File: config.mk
export PLATFORM = sky130hd
export DESIGN_NAME = pc_source_ctrl
export DESIGN_NICKNAME = d
export VERILOG_FILES = /design/src/rtl/pc_source_ctrl.sv
export SDC_FILE = /design/constraint.sdc
export NUM_CORES = 1
export LEC_CHECK = 0
export CAP_MARGIN = 30
export CORE_MARGIN = 2
export CORE_UTILIZATION = 55
export DETAILED_ROUTE_END_ITERATION = 8
export DONT_BUFFER_PORTS = 1
export PLACE_DENSITY = 0.72
export SKIP_CTS_REPAIR_TIMING = 1
export SYNTH_ARGS = -nofsm -noshare
export SYNTH_HDL_FRONTEND = slang
export SYNTH_SLANG_ARGS = --single-unit
File: constraint.sdc
create_clock -name clk -period 2.27 [get_ports clk]
set_clock_uncertainty 0.05 [all_clocks]
set_input_delay 0.454 -clock clk [delete_from_list [all_inputs] [get_ports clk]]
set_output_delay 0.454 -clock clk [all_outputs]
set_load 0.005 [all_outputs]
File: src/rtl/pc_source_ctrl.sv
// -----------------------------------------------------------------------------
// pc_source_ctrl
//
// Owns the PC-source select and the PC write strobe of a multi-cycle MIPS
// datapath. Normal next-PC requests from the main control unit (jump target,
// EPC return, ALUOut) produce a single registered PCWrite pulse with the
// matching PCSource. An exception runs the entry sequence:
//   EXC_EPC  : ALU computes PC-4, EPC is written
//   EXC_MEM  : vector byte is read from the cause-specific vector address
//   EXC_LOAD : PC is loaded from the sign-extended vector byte (PCSource=11)
//
// Ports
//   clk           in   system clock, rising edge
//   reset         in   asynchronous active-low reset
//   req_valid     in   next-PC request from main control
//   req_kind      in   00 jump (SL), 01 EPC return, 10 ALUOut, 11 illegal
//   req_ready     out  request accepted this cycle (combinational)
//   exc_opcode    in   invalid-opcode exception pulse
//   exc_ovf       in   overflow exception pulse
//   exc_div       in   divide-by-zero exception pulse
//   PCSource      out  PC mux select: 00 SL, 01 EPC, 10 ALUOut, 11 SE8_32
//   PCWrite       out  PC load strobe
//   EPCWrite      out  EPC load strobe
//   alu_pc_minus4 out  forces the ALU to compute PC-4 during the EPC save
//   exc_mem_read  out  memory read request for the vector byte
//   exc_addr      out  vector byte address (held until the next exception)
//   exc_cause     out  latched cause: 00 none, 01 opcode, 10 ovf, 11 div
//   busy          out  high in any state other than IDLE
//   exc_lost      out  sticky: an exception arrived while busy
// -----------------------------------------------------------------------------
module pc_source_ctrl #(
  parameter int          MEM_LAT = 2,
  parameter logic [31:0] VEC_OPC = 32'd254,
  parameter logic [31:0] VEC_OVF = 32'd253,
  parameter logic [31:0] VEC_DIV = 32'd255
) (
  input  logic        clk,
  input  logic        reset,
  input  logic        req_valid,
  input  logic [1:0]  req_kind,
  output logic        req_ready,
  input  logic        exc_opcode,
  input  logic        exc_ovf,
  input  logic        exc_div,
  output logic [1:0]  PCSource,
  output logic        PCWrite,
  output logic        EPCWrite,
  output logic        alu_pc_minus4,
  output logic        exc_mem_read,
  output logic [31:0] exc_addr,
  output logic [1:0]  exc_cause,
  output logic        busy,
  output logic        exc_lost
);

  // Sequencer states
  localparam logic [1:0] ST_IDLE     = 2'd0;
  localparam logic [1:0] ST_EXC_EPC  = 2'd1;
  localparam logic [1:0] ST_EXC_MEM  = 2'd2;
  localparam logic [1:0] ST_EXC_LOAD = 2'd3;

  // Cause encodings
  localparam logic [1:0] CAUSE_NONE = 2'b00;
  localparam logic [1:0] CAUSE_OPC  = 2'b01;
  localparam logic [1:0] CAUSE_OVF  = 2'b10;
  localparam logic [1:0] CAUSE_DIV  = 2'b11;

  localparam logic [1:0] SRC_SE8_32 = 2'b11;
  localparam logic [1:0] KIND_ILL   = 2'b11;

  // Counter reload value; MEM_LAT is limited to 1..7 so three bits suffice
  localparam logic [2:0] LAT_INIT = 3'(MEM_LAT);

  // Priority select of the cause: opcode > overflow > divide. An illegal
  // request kind is reported as an invalid opcode but only when no real
  // exception input is high.
  function automatic logic [1:0] sel_cause(input logic opc, input logic ovf,
                                           input logic div, input logic ill);
    logic [1:0] c;
    if (opc) begin
      c = CAUSE_OPC;
    end else if (ovf) begin
      c = CAUSE_OVF;
    end else if (div) begin
      c = CAUSE_DIV;
    end else if (ill) begin
      c = CAUSE_OPC;
    end else begin
      c = CAUSE_NONE;
    end
    return c;
  endfunction

  // Vector byte address for a given cause
  function automatic logic [31:0] sel_vector(input logic [1:0] cause);
    logic [31:0] a;
    case (cause)
      CAUSE_OPC: a = VEC_OPC;
      CAUSE_OVF: a = VEC_OVF;
      CAUSE_DIV: a = VEC_DIV;
      default:   a = 32'd0;
    endcase
    return a;
  endfunction

  logic [1:0]  r_state;
  logic [2:0]  r_lat_cnt;
  logic [1:0]  r_pc_source;
  logic        r_pc_write;
  logic        r_epc_write;
  logic        r_alu_pc_minus4;
  logic        r_mem_read;
  logic [31:0] r_exc_addr;
  logic [1:0]  r_exc_cause;
  logic        r_busy;
  logic        r_exc_lost;

  logic        w_exc_any;
  logic        w_idle;
  logic        w_illegal_req;
  logic [1:0]  w_state_nxt;
  logic [2:0]  w_lat_cnt_nxt;
  logic [1:0]  w_pc_source_nxt;
  logic        w_pc_write_nxt;
  logic        w_epc_write_nxt;
  logic        w_alu_pc_minus4_nxt;
  logic        w_mem_read_nxt;
  logic [31:0] w_exc_addr_nxt;
  logic [1:0]  w_exc_cause_nxt;
  logic        w_exc_lost_nxt;
  logic [1:0]  w_cause_sel;

  assign w_exc_any     = exc_opcode | exc_ovf | exc_div;
  assign w_idle        = (r_state == ST_IDLE);
  assign w_illegal_req = req_valid & (req_kind == KIND_ILL);
  assign w_cause_sel   = sel_cause(exc_opcode, exc_ovf, exc_div, w_illegal_req);

  assign req_ready = w_idle & ~w_exc_any;

  // Next state and next registered outputs. Outputs are computed for the
  // state being entered so every strobe appears registered in that state.
  always_comb begin
    w_state_nxt         = r_state;
    w_lat_cnt_nxt       = r_lat_cnt;
    w_pc_source_nxt     = r_pc_source;
    w_pc_write_nxt      = 1'b0;
    w_epc_write_nxt     = 1'b0;
    w_alu_pc_minus4_nxt = 1'b0;
    w_mem_read_nxt      = 1'b0;
    w_exc_addr_nxt      = r_exc_addr;
    w_exc_cause_nxt     = r_exc_cause;
    w_exc_lost_nxt      = r_exc_lost;

    case (r_state)
      ST_IDLE: begin
        if (w_exc_any || w_illegal_req) begin
          // Exceptions win over any request presented in the same cycle
          w_exc_cause_nxt     = w_cause_sel;
          w_exc_addr_nxt      = sel_vector(w_cause_sel);
          w_state_nxt         = ST_EXC_EPC;
          w_epc_write_nxt     = 1'b1;
          w_alu_pc_minus4_nxt = 1'b1;
        end else if (req_valid) begin
          w_pc_write_nxt  = 1'b1;
          w_pc_source_nxt = req_kind;
        end else begin
          w_state_nxt = ST_IDLE;
        end
      end
      ST_EXC_EPC: begin
        w_state_nxt    = ST_EXC_MEM;
        w_lat_cnt_nxt  = LAT_INIT;
        w_mem_read_nxt = 1'b1;
      end
      ST_EXC_MEM: begin
        if (r_lat_cnt == 3'd1) begin
          w_state_nxt     = ST_EXC_LOAD;
          w_lat_cnt_nxt   = 3'd0;
          w_pc_write_nxt  = 1'b1;
          w_pc_source_nxt = SRC_SE8_32;
        end else begin
          w_lat_cnt_nxt  = r_lat_cnt - 3'd1;
          w_mem_read_nxt = 1'b1;
        end
      end
      ST_EXC_LOAD: begin
        w_state_nxt = ST_IDLE;
      end
      default: begin
        w_state_nxt = ST_IDLE;
      end
    endcase

    // Exceptions that arrive outside IDLE are dropped but remembered
    if (!w_idle && w_exc_any) begin
      w_exc_lost_nxt = 1'b1;
    end else begin
      w_exc_lost_nxt = r_exc_lost;
    end
  end

  // State, counter and output registers
  always_ff @(posedge clk or negedge reset) begin
    if (!reset) begin
      r_state         <= ST_IDLE;
      r_lat_cnt       <= 3'd0;
      r_pc_source     <= 2'b00;
      r_pc_write      <= 1'b0;
      r_epc_write     <= 1'b0;
      r_alu_pc_minus4 <= 1'b0;
      r_mem_read      <= 1'b0;
      r_exc_addr      <= 32'd0;
      r_exc_cause     <= CAUSE_NONE;
      r_busy          <= 1'b0;
      r_exc_lost      <= 1'b0;
    end else begin
      r_state         <= w_state_nxt;
      r_lat_cnt       <= w_lat_cnt_nxt;
      r_pc_source     <= w_pc_source_nxt;
      r_pc_write      <= w_pc_write_nxt;
      r_epc_write     <= w_epc_write_nxt;
      r_alu_pc_minus4 <= w_alu_pc_minus4_nxt;
      r_mem_read      <= w_mem_read_nxt;
      r_exc_addr      <= w_exc_addr_nxt;
      r_exc_cause     <= w_exc_cause_nxt;
      r_busy          <= (w_state_nxt != ST_IDLE);
      r_exc_lost      <= w_exc_lost_nxt;
    end
  end

  assign PCSource      = r_pc_source;
  assign PCWrite       = r_pc_write;
  assign EPCWrite      = r_epc_write;
  assign alu_pc_minus4 = r_alu_pc_minus4;
  assign exc_mem_read  = r_mem_read;
  assign exc_addr      = r_exc_addr;
  assign exc_cause     = r_exc_cause;
  assign busy          = r_busy;
  assign exc_lost      = r_exc_lost;

endmodule

### Word-level counts from Yosys, hierarchy flattened

Cells that the tools add are included.

| operators by class | value |
|---|---|
| add/sub/neg operators | 1 |
| equal/unequal tests | 11 |
| multiplexer cells | 23 |
| bitwise operators | 5 |
| reductions and logical operators | 9 |

Operator list:

| kind | count |
|---|---|
| one-hot mux 8 bit (3 select lines) | 1 |
| 2-to-1 mux 2 bit | 9 |
| == test 2 bit (second input constant) | 5 |
| one-hot mux 2 bit (4 select lines) | 1 |
| 2-to-1 mux 1 bit | 7 |
| != test 2 bit (second input constant) | 3 |
| one-hot mux 3 bit (2 select lines) | 1 |
| nonzero test 2 bit | 3 |
| == test 2 x 1 -> 1 bit (second input constant) | 2 |
| one-hot mux 1 bit (2 select lines) | 2 |
| one-hot mux 2 bit (2 select lines) | 1 |
| AND reduction 4 bit | 1 |
| == test 3 x 1 -> 1 bit (second input constant) | 1 |
| 2-to-1 mux 3 bit | 1 |
| subtractor 3 x 1 -> 3 bit (second input constant) | 1 |
| bitwise AND 1 bit | 2 |
| zero test 2 bit | 1 |
| OR 1 bit | 2 |
| AND reduction 2 bit | 1 |
| logical AND 1 bit | 1 |
| zero test 1 bit | 1 |
| logical OR 1 bit | 1 |
| NOT 1 bit | 1 |

| storage, ports and cells | value |
|---|---|
| flip-flop bits (word level) | 46 |
| word-level logic and storage cells | 59 |

### Longest topological paths before layout

Gate-level depths: netlist of run 1.

| logic depth | value |
|---|---|
| depth in word-level cells | 8 |
| depth in mapped cells | 6 |
| mapped depth without buffers | 6 |

### Least setup slack after synthesis of run 1

OpenSTA, ideal clock, no wires.

| path | value |
|---|---|
| path type | register to output |
| from | register r_state[0] |
| to | output req_ready |
| data arrival time | 1170 ps |
| data required time | 1766 ps |
| slack | 596 ps |
| cell stages (with the launch flop) | 6 |
| buffers on the path | 1 |
| cells stage by stage | dfrtp_1 > inv_1 > ha_1 > clkbuf_1 > nand2b_1 > nor3_1 |

| on the way | value |
|---|---|
| cells in the longest elaborated chain, start to end | 2 |

Ends and longest elaborated chain:

| what | RTL line | source |
|---|---|---|
| from (decl) | 106 | `logic [1:0] r_state;` |
| from (signal assigned) | 217 | `r_state <= w_state_nxt;` |
| zero test 2 bit | 134 | `assign w_idle = (r_state == ST_IDLE);` |
| bitwise AND 1 bit | 138 | `assign req_ready = w_idle & ~w_exc_any;` |
| to (decl) | 41 | `output logic req_ready,` |

Every way passes these cells.

### Final worst setup path of run 1

Ends and elaborated chain as after synthesis.

==> results by group, run 1 <==
Timing
  – Final count of pins violating max slew: 0
  – Final Hold Viols: 0
  – Tcrit/Tclk final: between 80 and 90%
  – Fmax: 494.5 MHz
  – Final setup fails: 0
  – RSZ-0062 raised after global routing: false
  – Worst slew pin tran: just under 0.7 ns
  – Fin crit period: 2.022 ns
  – Relative slew slack: 54.41%
  – Post-route setup TNS: 0 ns

Yosys
  – Post-synthesis average cell area: 9.461 sq um
  – Synth Area in Compound Gates: 10.96%
  – Leading area contributor after synthesis: dfrtp_1
  – Cells after Synth: roughly 110
  – Area share of and/or/nand/nor cells after synthesis: about 12%
  – Synth Area in XOR/XNOR: 0%
  – Yosys warning count: 0
  – Netlist cell types: 27
  – #FFs+latches synth: 16
  – Register area share after synthesis: between 40 and 50%
  – Synthesized cell area: a little under 0.001 sq mm
  – Largest family of logic cells by synthesized area: buffers and inverters
  – Mux cell area share after synthesis: slightly above 2%
  – Synth top area share: 40.30%
  – Synth Area in Adders: 6.297%
  – Synth area leaders: dfrtp_1 (40%), buf_4 (23%), ha_1 (6.3%), inv_1 (3.8%), nor2_1 (2.6%)

Critical path
  – R2R depth: 6
  – Top delay family on crit path: flip-flops
  – Crit path required time: between 1.5 and 2 ns
  – R2r setup slk: approximately 0.58 ns
  – Worst-path maximum fanout: 11
  – Slowest CP cell: dfrtp_1
  – CP Buf/Inv Count: 1
  – Critical-path cell list: inv_1 > ha_1 > nand2b_1 > nor3_1
  – Max incr delay on CP: approximately 0.40 ns
  – Reg2reg start: r_lat_cnt[1]$_DFFE_PN0P_
  – CP Class: reg -> out
  – Crit. End Element: output port
  – CP Launch Type: flip-flop
  – R2r endpoint: PCSource[1]$_DFFE_PN0P_
  – Arrival time worst endpoint: 1.52 ns

Worst hold path
  – Hold Path Cell Cnt: 2
  – Min-delay src: exc_ovf
  – WHS Endpoint: exc_addr[1]$_DFFE_PN0P_
  – Hold WC Path Type: in -> reg

Clock network
  – Root Buffer: clkbuf_4
  – Clock Path Buffers: 2
  – H-tree levels: 1
  – Clock Latency Late Sink: 0.28 ns
  – Num CTS Buffers: 3
  – Register clock-pin slew on the reported worst setup and hold paths: around 0.09 ns
  – Clk sinks: 16
  – CTS tree: done

Placement
  – Port bufs: 0
  – Final GP Congestion: ~0.75
  – HPWL Detailed: 1036 microns
  – Placed cell area: between 800 and 900 sq um

Die
  – Ports: 51
  – Core ar.: 0.001708 sq mm
  – Die H: between 40 and 50 microns
  – # rows: 15
  – Starting density of the core: between 50% and 60%
  – Die area: roughly 0.0022 sq mm
  – Die X: about 47 microns

Route
  – DRT Pass-1 Iters: 4
  – Aggregate routed wire length: about 1300 microns
  – DRT iter0 DRCs: 7
  – Post-route ant nets: 0
  – DRC viols: 0
  – Drt wl/cell: ~11 microns
  – Via density: between 4 and 5
  – DR vias: ~570

Flow run
  – Max_cap viols: 0

Cells and area
  – Fin nets: 115
  – Number of fill cells: around 160
  – Area grow syn2layout: -8.690%
  – Layout cells sized above 1: around 6%
  – Most common cell after layout, fill and taps aside: conb_1
  – Most frequent cells in the layout: conb_1 (24), dfrtp_1 (16), inv_1 (10), nor2_1 (7), nand2_1 (6)
  – Final instance area: roughly 900 sq um
  – Diode count: 0

Pwr
  – Pwr dens: ~1100 mW/mm^2
  – Worst IR Drop VDD: 0.0003811 V
  – Leakage: 0.4827 nW

GRT
  – Total global routing overflow: 0
  – Total GRT Usage: a little over an eighth
  – First-pass GRT wire length: about 2000 microns
  – Vias in the first global route: approximately 460
  – Initial antenna violation count: 0
  – Largest net degree at the start of global routing: 17

Status
  – Outcome: complete, no violations
## sequential cells by signal (all words and copies together) (netlist names)
register,flops
exc_addr,3
exc_cause,1
alu_pc_minus4,1
exc_lost,1
PCSource,2
PCWrite,1
r_state,2
exc_mem_read,1
busy,1
r_lat_cnt,3
## where the power goes
group / switching (mW) / leakage (nW) / internal, mW
Clock: 0.0796 / 0.0138 / 0.0614
Combinational: 0.248 / 0.283 / 0.167
Sequential: 0.0669 / 0.186 / 0.386
## Yosys cell counts
library cell / count
buf_4: 31
nand2b_1: 3
clkbuf_1: 1
o21bai_1: 1
ha_1: 5
dfrtp_1: 16
o21a_1: 1
o2bb2ai_1: 1
nand2_2: 1
a221o_2: 1
nand3_1: 3
mux2i_1: 2
a21oi_1: 1
nor2_1: 7
nor3_1: 1
o22a_1: 1
o21ai_0: 2
a31oi_1: 2
nor3_4: 1
inv_1: 10
a21o_1: 2
nand2_1: 6
conb_1: 1
a32o_1: 1
o22ai_1: 2
and2_1: 1
or2b_1: 1
## metrics by stage
| step | utilization, % | hold slack [ns] | power [mW] | instances | worst slack [ns] |
|---|---|---|---|---|---|
| floorplan | - | 0.1084 | 0.8347 | 128 | 0.5962 |
| global placement | 51.21 | 0.1087 | 0.8534 | 121 | 0.5823 |
| detailed placement | 51.21 | 0.1087 | 0.8733 | 121 | 0.5572 |
| CTS | 52.53 | -0.2005 | 1.018 | 124 | 0.2346 |
| global route | 53.11 | 0.2717 | 1.114 | 125 | 0.1042 |
| finish | 53.11 | 0.2857 | 1.010 | 125 | 0.2478 |
## layout make-up
| class | instances | area [sq um] | share of cell area [%] |
|---|---|---|---|
| Inverter | 10 | 37.54 | 4.138 |
| Multi-Input combinational cell | 70 | 405.4 | 44.69 |
| Tap cell | 25 | 31.28 | 3.448 |
| Clock buffer | 3 | 22.52 | 2.483 |
| Timing Repair Buffer | 1 | 10.01 | 1.103 |
| Sequential cell | 16 | 400.4 | 44.14 |
## worst max-delay path by stage
stage / from / end / slack, ns / cells past startpoint
after floorplan: r_state[0]$_DFF_PN0_ / req_ready / 0.60 / 5
after global placement: r_state[0]$_DFF_PN0_ / req_ready / 0.58 / 4
after detailed placement: r_state[0]$_DFF_PN0_ / req_ready / 0.56 / 4
after CTS: r_state[0]$_DFF_PN0_ / req_ready / 0.23 / 4
after global routing: r_state[0]$_DFF_PN0_ / req_ready / 0.10 / 4
final: r_state[0]$_DFF_PN0_ / req_ready / 0.25 / 4
## worst register-to-register path, stage by stage (launching register included)
cell and delay (ns):
dfrtp_1 0.38, inv_1 0.08, ha_1 0.18, or2b_1 0.24, and2_1 0.19, a221o_2 0.34, mux2i_1 0.12
## cell families after synthesis
family / after synthesis
buf+inv: 42
simple gates: 24
flops: 16
compound gates: 15
fa+ha+maj: 5
mux: 2
other cells: 1
## metal layers
layer	routed length (microns)	share of wire, %	global-route usage, %
met5	0	0	0
met4	32	2.4	8.571
met3	132	10	3.922
met2	613	47	19.44
met1	536	41	17.10
Note: power is estimated with default switching activity, not from simulation.
==> run 2, diff against run 1 <==
Settings changed: CORE_UTILIZATION 55 to 39, DONT_BUFFER_PORTS 1 to not set, PLACE_DENSITY 0.72 to 0.81, SKIP_CTS_REPAIR_TIMING 1 to not set.
==> results by group, run 2 (synthesis results as in run 1) <==
Status
  – Outcome: complete, no violations

Cells and area
  – Diode count: 0 (unchanged)
  – Final std cells w/o fill: 160 (+28%)
  – Fin nets: 145 (+26%)
  – Fin util: 49.24% (-3.9 points)
  – Layout cells sized above 1: 9.231% (+3.2 points)
  – Final instance area: 0.001209 sq mm (+33%)
  – Most frequent cells in the layout: clkdlybuf4s50_1 (25), conb_1 (24), dfrtp_1 (16), inv_1 (10), nor2_1 (7)
  – Number of fill cells: 238 (+52%)
  – Most common cell after layout, fill and taps aside: clkdlybuf4s50_1
  – Area grow syn2layout: 21.66%

GRT
  – Total GRT Usage: 12.26% (-1.1 points)
  – Total global routing overflow: 0 (unchanged)
  – Initial antenna violation count: 0 (unchanged)
  – Vias in the first global route: 603 (+32%)
  – First-pass GRT wire length: 2553 microns (+27%)
  – Largest net degree at the start of global routing: 17 (unchanged)

Critical path
  – Crit. End Element: output port
  – Reg2reg start: r_lat_cnt[1]$_DFFE_PN0P_
  – Arrival time worst endpoint: 1.34 ns (-0.18 ns)
  – R2r endpoint: PCSource[1]$_DFFE_PN0P_
  – Worst-path maximum fanout: 3 (-8)
  – R2r setup slk: 0.55 ns (-0.03 ns)
  – CP Launch Type: input port
  – CP startpoint: exc_opcode
  – R2R depth: 6 (unchanged)
  – CP Class: in -> out
  – Crit path required time: 1.77 ns (about the same)

Route
  – DRT Pass-1 Iters: 4 (unchanged)
  – Drt wl/cell: 10.69 microns (+1.6%)
  – DR vias: 704 (+24%)
  – Post-route ant nets: 0 (unchanged)
  – DRC viols: 0 (unchanged)
  – Aggregate routed wire length: 1710 microns (+30%)
  – DRT iter0 DRCs: 7 (unchanged)
  – Via density: 4.400 (-3.2%)

Placement
  – HPWL Detailed: 1438 microns (+39%)
  – Placed cell area: 0.001171 sq mm (+34%)
  – # placed instances: 156 (+29%)
  – Final GP Congestion: 0.8596 (+14%)
  – Port bufs: 26 (+26)

Die
  – Die X: 54.47 microns (+17%)
  – Die H: 54.47 microns (+17%)
  – Core ar.: 0.002455 sq mm (+44%)
  – Starting density of the core: 40.47% (-18 points)
  – Ports: 51 (unchanged)
  – # rows: 18 (+3)
  – Die area: 0.002967 sq mm (+37%)

Timing
  – Worst slew pin tran: 0.7105 ns (+0.02888 ns)
  – Fin crit period: 1.841 ns (-0.1807 ns)
  – Relative slew slack: 52.49% (-1.9 points)
  – Final setup fails: 0 (unchanged)
  – Post-route setup TNS: 0 ns (unchanged)
  – Final Hold Viols: 0 (unchanged)
  – Final count of pins violating max slew: 0 (unchanged)
  – RSZ-0062 raised after global routing: false
  – Tcrit/Tclk final: 81.12% (-8.0 points)
  – Fmax: 543.0 MHz (+9.8%)

Pwr
  – Pwr dens: 1000 mW/mm^2 (-10%)
  – Leakage: 0.6262 nW (+30%)
  – Worst IR Drop VDD: 0.0004988 V (+31%)

Worst hold path
  – Min-delay src: exc_lost$_DFFE_PN0P_
  – WHS Endpoint: exc_lost$_DFFE_PN0P_
  – Hold WC Path Type: reg -> reg
  – Hold Path Cell Cnt: 1 (-1)

Flow run
  – Max_cap viols: 0 (unchanged)

Clock network
  – Clock Path Buffers: 2 (unchanged)
  – H-tree levels: 1 (unchanged)
  – Clock Latency Late Sink: 0.28 ns (about the same)
  – Register clock-pin slew on the reported worst setup and hold paths: 0.08 ns (about the same)
  – Root Buffer: clkbuf_4
  – Clk sinks: 16 (unchanged)
  – Num CTS Buffers: 3 (unchanged)
  – CTS Hold Bufs: 0
  – CTS tree: done
==> run 2: critical path, stage by stage <==
cell,delay [ns]
clkdlybuf4s50_1,0.42
nand2b_1,0.19
nor3_2,0.13
dlymetal6s2s_1,0.14
==> run 2: layout make-up <==
| cell class | count | area, sq um | share of cell area (%) |
|---|---|---|---|
| Clock buffer | 3 | 22.52 | 1.863 |
| Inverter | 10 | 37.54 | 3.106 |
| Multi-Input combinational cell | 70 | 410.4 | 33.95 |
| Sequential cell | 16 | 400.4 | 33.13 |
| Tap cell | 30 | 37.54 | 3.106 |
| Timing Repair Buffer | 31 | 300.3 | 24.84 |
==> run 2: report_power, final <==
part	total (mW)	switching [mW]	internal (mW)
Combinational	0.631	0.303	0.328
Clock	0.142	0.0807	0.0615
Sequential	0.436	0.0504	0.385
==> run 2: how the worst max path moves through the flow <==
stage / slack, ns / to
6_report: 0.43 / req_ready
2_1_floorplan: 0.60 / req_ready
3_5_place_dp: -0.03 / req_ready
5_1_grt: 0.34 / req_ready
3_3_place_gp: 0.07 / req_ready
4_1_cts: 0.02 / req_ready
==> run 2: metal layers <==
layer  part of all wire, %  global-route usage [%]  vias to the layer above
li1                      -                       -                      335
met1                    35                   12.82                      329
met2                    54                   22.49                       36
met3                   8.4                   4.372                        4
met4                   2.3                   4.167                        0
met5                     0                       0                        -
==> run 2: through the flow <==
step	hold WS, ns	power (mW)	setup WS (ns)
after floorplan	0.1084	0.8347	0.5962
after global placement	0.4071	1.035	0.06919
after detailed placement	0.4166	1.068	-0.02529
after CTS	0.4395	1.230	0.01769
after global routing	0.4719	1.323	0.3374
final	0.4308	1.209	0.4285
==> run 2: repair_timing <==
item	4_1_cts	5_1_grt
endpoints found under the setup margin	1	1
setup buffers	1	0
resized for setup	1	1
==> run 3, diff against run 2 <==
Settings changed: CORE_ASPECT_RATIO set to 0.5, CORE_UTILIZATION 39 to 35, PLACE_DENSITY 0.81 to 0.77.
Clock period 2.27 ns to 1.6 ns, I/O delays scaled along.
==> results by group, run 3 (synthesis results as in run 1) <==
Clock network
  – Clk sinks: 16 (unchanged)
  – H-tree levels: 1 (unchanged)
  – Num CTS Buffers: 3 (unchanged)
  – CTS Hold Bufs: 0 (unchanged)
  – Clock Path Buffers: 2 (unchanged)
  – Register clock-pin slew on the reported worst setup and hold paths: 0.06 ns (-0.02 ns)
  – Root Buffer: clkbuf_8
  – CTS tree: done
  – Clock Latency Late Sink: 0.25 ns (-0.03 ns)

Route
  – DRT iter0 DRCs: 38 (+31)
  – Max Used Layer: met4
  – DRT Pass-1 Iters: 4 (unchanged)
  – DRC viols: 0 (unchanged)
  – Drt wl/cell: 10.76 microns (+0.70%)
  – Via density: 4.032 (-8.4%)
  – M1 WL: 857 microns (+42%)
  – Aggregate routed wire length: 2034 microns (+19%)
  – Met3 WL post-DR: 137 microns (-4.2%)
  – Post-route ant nets: 0 (unchanged)
  – DR vias: 762 (+8.2%)
  – Met2 Routed Length: 1016 microns (+10%)

Critical path
  – R2r endpoint: PCSource[0]$_DFFE_PN0P_
  – Crit. End Element: flip-flop
  – CP Launch Type: flip-flop
  – R2r setup slk: -0.007 ns (-0.56 ns)
  – R2R depth: 6 (unchanged)
  – CP Class: reg -> reg
  – Worst-path maximum fanout: 2 (-1)
  – Arrival time worst endpoint: 1.69 ns (+0.35 ns)
  – Reg2reg start: r_lat_cnt[1]$_DFFE_PN0P_
  – Crit path required time: 1.68 ns (-0.09 ns)

GRT
  – Vias in the first global route: 722 (+20%)
  – Total global routing overflow: 0 (unchanged)
  – Largest net degree at the start of global routing: 17 (unchanged)
  – First-pass GRT wire length: 3305 microns (+29%)
  – Initial antenna violation count: 0 (unchanged)
  – Total GRT Usage: 13.17% (+0.91 points)

Die
  – Ports: 51 (unchanged)
  – # rows: 13 (-5)
  – Die X: 79.35 microns (+46%)
  – Die H: 41.68 microns (-23%)
  – Die area: 0.003307 sq mm (+11%)
  – Starting density of the core: 37.47% (-3.0 points)
  – Core ar.: 0.002651 sq mm (+8.0%)

Cells and area
  – Fin util: 54.22% (+5.0 points)
  – Number of fill cells: 212 (-11%)
  – Most frequent cells in the layout: buf_4 (27), conb_1 (24), clkdlybuf4s50_1 (24), dfrtp_1 (16)
  – Most common cell after layout, fill and taps aside: buf_4
  – Layout cells sized above 1: 28.95% (+20 points)
  – Diode count: 0 (unchanged)
  – Area grow syn2layout: 44.71%
  – Fin nets: 167 (+15%)

Placement
  – HPWL Detailed: 1582 microns (+10%)
  – Pre-CTS setup slack: -0.3949 ns (-0.3697 ns)
  – Port bufs: 26 (unchanged)
  – Final GP Congestion: 0.8053 (-6.3%)

Status
  – Failing checks: setup timing
  – Outcome: complete, but fails checks

Timing
  – Fmax: ~620 MHz
  – Tcrit/Tclk final: 100.5%
  – Fin crit period: approximately 1.6 ns
  – Final Hold Viols: 0 (unchanged)
  – Worst setup margin: -0.007271 ns (-0.4358 ns)
  – Final setup fails: 2 (+2)
  – RSZ-0062 raised after global routing: true
  – Final count of pins violating max slew: 0 (unchanged)

Worst hold path
  – Hold WC Path Type: in -> async

Pwr
  – Leakage: 0.7316 nW (+17%)
  – Worst IR Drop VDD: 0.0006050 V (+21%)
  – Pwr dens: 1533 mW/mm^2 (+53%)

Flow run
  – Max_cap viols: 0 (unchanged)
[run 3: final cells by class]
type	count	area [sq um]	area share, %
flip-flops and latches	16	400.4	27.85
multi-input cells	70	455.4	31.68
clock buffers	3	41.29	2.872
inverters	10	37.54	2.611
well taps	37	46.29	3.220
repair buffers	53	456.7	31.77
[run 3: stage by stage]
| stage | area (sq um) | hold WS [ns] | TNS (ns) | cells | power (mW) |
|---|---|---|---|---|---|
| 4_1_cts | 1408 | 0.3427 | 0 | 186 | 2.165 |
| 6_report | 1438 | 0.3355 | -0.01391 | 189 | 2.205 |
| 3_5_place_dp | 1308 | 0.4221 | -1.490 | 180 | 1.725 |
| 3_3_place_gp | 1308 | 0.4114 | -1.286 | 180 | 1.677 |
| 5_1_grt | 1438 | 0.3749 | -0.3196 | 189 | 2.372 |
| 2_1_floorplan | 1081 | -0.02559 | 0 | 128 | 1.189 |
[run 3: metal layers]
metal,track usage [%],vias up
met5,0,-
met4,3.793,0
met3,4.783,2
met2,23.22,33
met1,15.14,349
li1,-,378
[run 3: worst max path at each step]
stage,slack [ns],from,to,depth (start not counted)
detailed placement,-0.39,exc_opcode,req_ready,4
global placement,-0.31,exc_opcode,req_ready,4
global route,-0.06,r_lat_cnt[1]$_DFFE_PN0P_,PCSource[0]$_DFFE_PN0P_,6
floorplan,0.01,r_lat_cnt[1]$_DFFE_PN0P_,PCSource[0]$_DFFE_PN0P_,6
CTS,0.0008,r_lat_cnt[1]$_DFFE_PN0P_,PCSource[0]$_DFFE_PN0P_,6
finish,-0.007,r_lat_cnt[1]$_DFFE_PN0P_,PCSource[0]$_DFFE_PN0P_,6
[run 3: worst max-delay path, cell delays in order, from the launching register on]
cell	delay, ns
dfrtp_1	0.39
inv_2	0.08
ha_4	0.12
or2b_1	0.24
and2_4	0.16
a221o_2	0.33
mux2i_1	0.13
[run 3: power by group]
group	internal, mW	leakage, nW	total, mW	switching, mW
Combinational	0.746	0.524	1.28	0.534
Clock	0.167	0.0216	0.295	0.128
Sequential	0.549	0.186	0.630	0.0810
Total	1.46	0.732	2.20	0.743
[run 3: repair_timing]
action / 4_1_cts / 5_1_grt
pin swaps: 3 / 0
cloned: 0 / 0
endpoints found under the setup margin: 3 / 9
resized for setup: 16 / 1
setup buffers: 3 / 3
